## config.mk

```make
export PLATFORM = sky130hd
export DESIGN_NAME = multicycle_sequencer
export DESIGN_NICKNAME = d
export VERILOG_FILES = /design/src/rtl/multicycle_sequencer.sv
export SDC_FILE = /design/constraint.sdc
export NUM_CORES = 1
export LEC_CHECK = 0
export ABC_AREA = 1
export CORE_ASPECT_RATIO = 0.5
export CORE_MARGIN = 4
export CORE_UTILIZATION = 35
export CTS_CLUSTER_DIAMETER = 100
export CTS_CLUSTER_SIZE = 20
export DETAILED_ROUTE_END_ITERATION = 12
export PLACE_DENSITY_LB_ADDON = 0.25
export SYNTH_ARGS = -nofsm -noshare
export SYNTH_HDL_FRONTEND = slang
export SYNTH_SLANG_ARGS = --single-unit
```

## constraint.sdc

```tcl
create_clock -name clk -period 1.75 [get_ports clk]
set_clock_uncertainty 0.05 [all_clocks]
set_input_delay 0.525 -clock clk [delete_from_list [all_inputs] [get_ports clk]]
set_output_delay 0.525 -clock clk [all_outputs]
set_load 0.03 [all_outputs]
```

## src/rtl/multicycle_sequencer.sv

```systemverilog
// Multi-cycle instruction sequencer: FETCH/DECODE/EXEC/MEM/WB with memory
// req/ack handshakes, ack timeout into a sticky FAULT, and a retired-instruction counter.
module multicycle_sequencer #(
  parameter int TIMEOUT = 16,
  parameter int CNT_W   = 32
) (
  input  logic             clk,
  input  logic             rst,
  input  logic             run,
  input  logic [14:0]      cw,
  input  logic             zero,
  output logic             imem_req,
  input  logic             imem_ack,
  output logic             ir_load,
  output logic             dmem_req,
  output logic             dmem_we,
  input  logic             dmem_ack,
  output logic             rf_we,
  output logic             pc_inc,
  output logic             pc_load,
  output logic [1:0]       pc_sel,
  output logic             fault,
  output logic [2:0]       state,
  output logic [CNT_W-1:0] retire_cnt
);

  // state  | meaning
  // IDLE   | stopped at an instruction boundary
  // FETCH  | imem_req held until imem_ack, IR loaded on ack
  // DECODE | one cycle for cw to settle
  // EXEC   | branch resolution, PC update
  // MEM    | dmem_req held until dmem_ack
  // WB     | register-file write
  // FAULT  | memory ack timeout, sticky until rst
  typedef enum logic [2:0] {
    IDLE   = 3'd0,
    FETCH  = 3'd1,
    DECODE = 3'd2,
    EXEC   = 3'd3,
    MEM    = 3'd4,
    WB     = 3'd5,
    FAULT  = 3'd6
  } state_t;

  localparam int WAIT_W = (TIMEOUT < 2) ? 1 : $clog2(TIMEOUT);
  localparam logic [WAIT_W-1:0] WAIT_LAST = WAIT_W'(TIMEOUT - 1);

  state_t            cur, nxt;
  logic [WAIT_W-1:0] wait_cnt;
  logic              complete;

  logic       rw, ps, mw;
  logic [1:0] md, bs;
  logic       taken, waiting, ack_w;

  assign rw = cw[14];
  assign md = cw[13:12];
  assign bs = cw[11:10];
  assign ps = cw[9];
  assign mw = cw[8];

  assign taken   = (bs == 2'b01) ? (zero ^ ps) : (bs != 2'b00);
  assign waiting = (cur == FETCH) || (cur == MEM);
  assign ack_w   = (cur == FETCH) ? imem_ack : dmem_ack;
  assign state   = cur;

  always_comb begin
    nxt      = cur;
    complete = 1'b0;
    imem_req = 1'b0;
    ir_load  = 1'b0;
    dmem_req = 1'b0;
    dmem_we  = 1'b0;
    rf_we    = 1'b0;
    pc_inc   = 1'b0;
    pc_load  = 1'b0;
    pc_sel   = 2'b00;
    fault    = 1'b0;
    case (cur)
      IDLE: if (run) nxt = FETCH;
      FETCH: begin
        imem_req = 1'b1;
        if (imem_ack) begin
          ir_load = 1'b1;
          nxt     = DECODE;
        end else if (wait_cnt == WAIT_LAST) begin
          nxt = FAULT;
        end
      end
      DECODE: nxt = EXEC;
      EXEC: begin
        if (taken) begin
          pc_load = 1'b1;
          pc_sel  = bs;
        end else begin
          pc_inc = 1'b1;
        end
        if (mw || (md == 2'b01)) nxt = MEM;
        else if (rw)             nxt = WB;
        else                     complete = 1'b1;
      end
      MEM: begin
        dmem_req = 1'b1;
        dmem_we  = mw;
        // ack on the last wait cycle still beats the timeout
        if (dmem_ack) begin
          if (md == 2'b01) nxt = WB;
          else             complete = 1'b1;
        end else if (wait_cnt == WAIT_LAST) begin
          nxt = FAULT;
        end
      end
      WB: begin
        rf_we    = 1'b1;
        complete = 1'b1;
      end
      FAULT: fault = 1'b1;
      default: nxt = IDLE;
    endcase
    if (complete) nxt = run ? FETCH : IDLE;
  end

  always_ff @(posedge clk or posedge rst) begin
    if (rst) begin
      cur        <= IDLE;
      wait_cnt   <= '0;
      retire_cnt <= '0;
    end else begin
      cur <= nxt;
      if (complete) retire_cnt <= retire_cnt + CNT_W'(1);
      // counter is zero whenever not mid-wait, so every FETCH/MEM entry starts at 0
      if (waiting && !ack_w && (nxt == cur)) wait_cnt <= wait_cnt + 1'b1;
      else                                   wait_cnt <= '0;
    end
  end

endmodule

```

==> summary.md <==
| Metric | Value |
|---|---|
| Worst setup margin | `-0.261 ns` |
| Slew Limit Fails | `0` |
| Syn avg cell area | `between 7 and 8 sq um` |
| Critical path capture point type | `output port` |
| Largest net degree at the start of global routing | `40` |
| Number of H-tree levels | `2` |
| CP startpoint kind | `primary input` |
| Most common cell after layout, fill and taps aside | `nand2_1` |
| Root Buffer | `clkbuf_16` |
| Initial drt markers | `approximately 110` |
| LEAKAGE | `between 2 and 2.5 nW` |
| Synth cell types | `26` |
| Cell area power density | `between 1000 and 1500 nW/um^2` |
| Most common cell on crit path | `buf_6` |
| Worst path bufs/invs | `4` |
| Final RePlAce weighted congestion | `between 0.8 and 0.9` |
| Top delay family on crit path | `buffers and inverters` |
| Critical path type | `primary input to output port` |
| Clk buf depth | `2` |
| Via count | `between 2k and 3k` |
| Core area | `6700 sq um` |
| Clk sink count | `39` |
| Syn Std Cell Area | `between 2000 and 2500 sq um` |
| Die X | `126 um` |
| Fin nets | `roughly 500` |
| CTS Hold Bufs | `0` |
| Final antenna-violating net count | `0` |
| CTS tree | `done` |
| Post-Synthesis Net Count | `364` |
| Critical Path RT | `around 1.2 ns` |
| Fin crit share | `115%` |
| Failing checks | `setup timing` |
| Initial Util | `between 30% and 40%` |
| Worst-path clk slew | `approximately 0.05 ns` |
| CP max stage cell | `or2_4` |
| Hpwl dp | `5.06 mm` |
| Max VDD drop | `approximately 1100 uV` |
| Vias in the first global route | `between 2k and 3k` |
| # IOs | `66` |
| GRT Overall Usage | `roughly 17%` |
| Final Critical Period | `2.01 ns` |
| Crit path DAT | `1.44 ns` |
| Synth-to-Final Area Change | `79.6%` |
| Worst Max-Slew Pin Slew | `0.342 ns` |
| Critical path fanouts, max | `2` |
| Clock latency on the worst-skew pair | `approximately 0.28 ns` |
| Cells after synthesis | `roughly 340` |
| Hold WC Path Type | `register to register` |
| Final Hold Vio Count | `0` |
| First-pass GRT wire length | `roughly 12 mm` |
| Core Rows | `21` |
| R2R setup slack | `-0.17 ns` |
| Utilization after layout | `roughly two thirds` |
| Synth area leaders | `dfrtp_1 (40%), nand2_1 (16%), nor2_1 (8.2%)` |
| RSZ-0062 raised after global routing | `yes` |
| Share of layout cells above drive strength 1 | `37.8%` |
| Dpl cells | `532` |
| WL per Instance | `~14 um` |
| Inserted Diodes | `0` |
| Most frequent cells in the layout | `nand2_1 (85), buf_4 (53), dlygate4sd2_1 (35)` |
| Register bit total from synthesis | `39` |
| Drt drc | `0` |
| Total wire length | `roughly 7.7 mm` |
| Outcome | `complete, but fails checks` |
| YS warnings | `0` |
| Max-Cap Viols | `0` |
| Die area | `~8400 sq um` |
| Crit path cell chain | `buf_6 -> or2_4 -> a31oi_4 -> inv_2 -> buf_6 -> nor2_4 -> buf_6` |
| Yosys top cell area share | `40.2%` |
| Max incr delay on CP | `about 0.24 ns` |
| I/O Buffers | `57` |
| Die height | `approximately 67 um` |
| Post-DR vias/cell | `4.68` |
| Seq/Total Area, Yosys | `40.2%` |
| Initial antenna violation count | `0` |
| Fmax | `497 MHz` |
| Yosys top cell by area | `dfrtp_1` |
| Total grt overflow | `0` |
| Setup violations, final | `34` |
| First drt pass iteration count | `4` |
| Non-Filler Instances | `568` |
| CTS buffer count | `5` |
| Slew headroom | `between 70 and 80%` |
-- metal layers --
layer | wire [um] | vias up | GRT usage, %
met4 | 96 | 0 | 4.68
li1 | - | 1334 | -
met3 | 427 | 13 | 4.80
met1 | 3350 | 1244 | 22.2
met2 | 3800 | 69 | 29.7
met5 | 0 | - | 0
-- cell families (layout without fill, tap and decap cells) --
family / Yosys count / count (layout) / share of synthesized area, %
simple gates: 214 / 214 / 38.0
buf+inv: 49 / 184 / 8.20
flops: 39 / 39 / 40.2
xor+xnor: 31 / 31 / 11.2
compound gates: 6 / 6 / 1.39
fa+ha+maj: 2 / 2 / 1.03
-- power breakdown --
part	switching, mW	internal [mW]	total [mW]
clock	0.343	0.606	0.949
sequential	0.227	1.10	1.33
combinational	2.08	1.63	3.71
total	2.65	3.33	5.99
-- flip-flops by register name, indices dropped and copies added, names as in the netlist --
| signal | count |
|---|---|
| retire_cnt | 32 |
| state | 3 |
| wait_cnt | 4 |
-- worst register-to-register path, cell delays in order (launching register included) --
cell and delay [ns]:
dfrtp_2 0.40, nand2_4 0.07, nor2_4 0.14, inv_4 0.06, buf_6 0.13, buf_4 0.13
nor2_4 0.12, nor2_4 0.06, buf_12 0.13, buf_8 0.12, buf_12 0.14, clkbuf_16 0.16
nand2_2 0.05, nand2_1 0.05
-- layout make-up --
type / instances / area [sq um]
Tap cell: 92 / 115
Timing Repair Buffer: 132 / 1290
Fill cell: 571 / 2340
Clock buffer: 8 / 156
Sequential cell: 39 / 982
Inverter: 44 / 198
Multi-Input combinational cell: 253 / 1620
-- stage by stage --
step           TNS, ns  hold slack (ns)  worst slack (ns)  cell area (sq um)  power, mW
2_1_floorplan   -0.104            0.390           -0.0876               2530       2.80
3_3_place_gp    -15.35            0.413            -0.969               3510       3.80
3_5_place_dp    -16.47            0.432            -0.978               3510       3.83
4_1_cts          -1.50            0.440            -0.235               3870       5.14
5_1_grt          -7.40            0.441            -0.296               4360       6.32
6_report         -4.14            0.431            -0.261               4360       5.99
-- cell usage after synthesis --
library cell  instances
buf_6                 1
nand3_2               2
xnor2_1               9
nor3_1               15
nor2_2                3
nor3_2                2
nand3b_1              1
nand2_2               2
buf_4                 1
o21ai_0               3
nand3_1              19
nor2_4                1
nor2_1               53
dfrtp_1              39
a31oi_1               1
nor4_1                1
or2_2                 1
xor2_1               22
a21oi_1               1
nand4_1               9
o31ai_1               1
ha_1                  2
buf_2                 3
inv_2                 3
nand2_1             105
inv_1                41
-- final timing paths --
check / startpoint / to / cells after the start
max: zero / pc_inc / 7
min: wait_cnt[0] / wait_cnt[0] / 1
max reg2reg: state[0] / retire_cnt[21] / 13
min reg2reg: wait_cnt[0] / wait_cnt[0] / 1
max in group asynchronous: rst / retire_cnt[1] / 3
min in group asynchronous: rst / wait_cnt[2] / 3
-- repair_timing --
action	in CTS	in global routing
setup endpoints to repair	72	48
endpoints found under the hold margin	0	0
gates cloned	0	3
resized for setup	108	81
buffers inserted	9	16
pin swaps	14	27
Note: power is estimated with default switching activity, not from simulation.
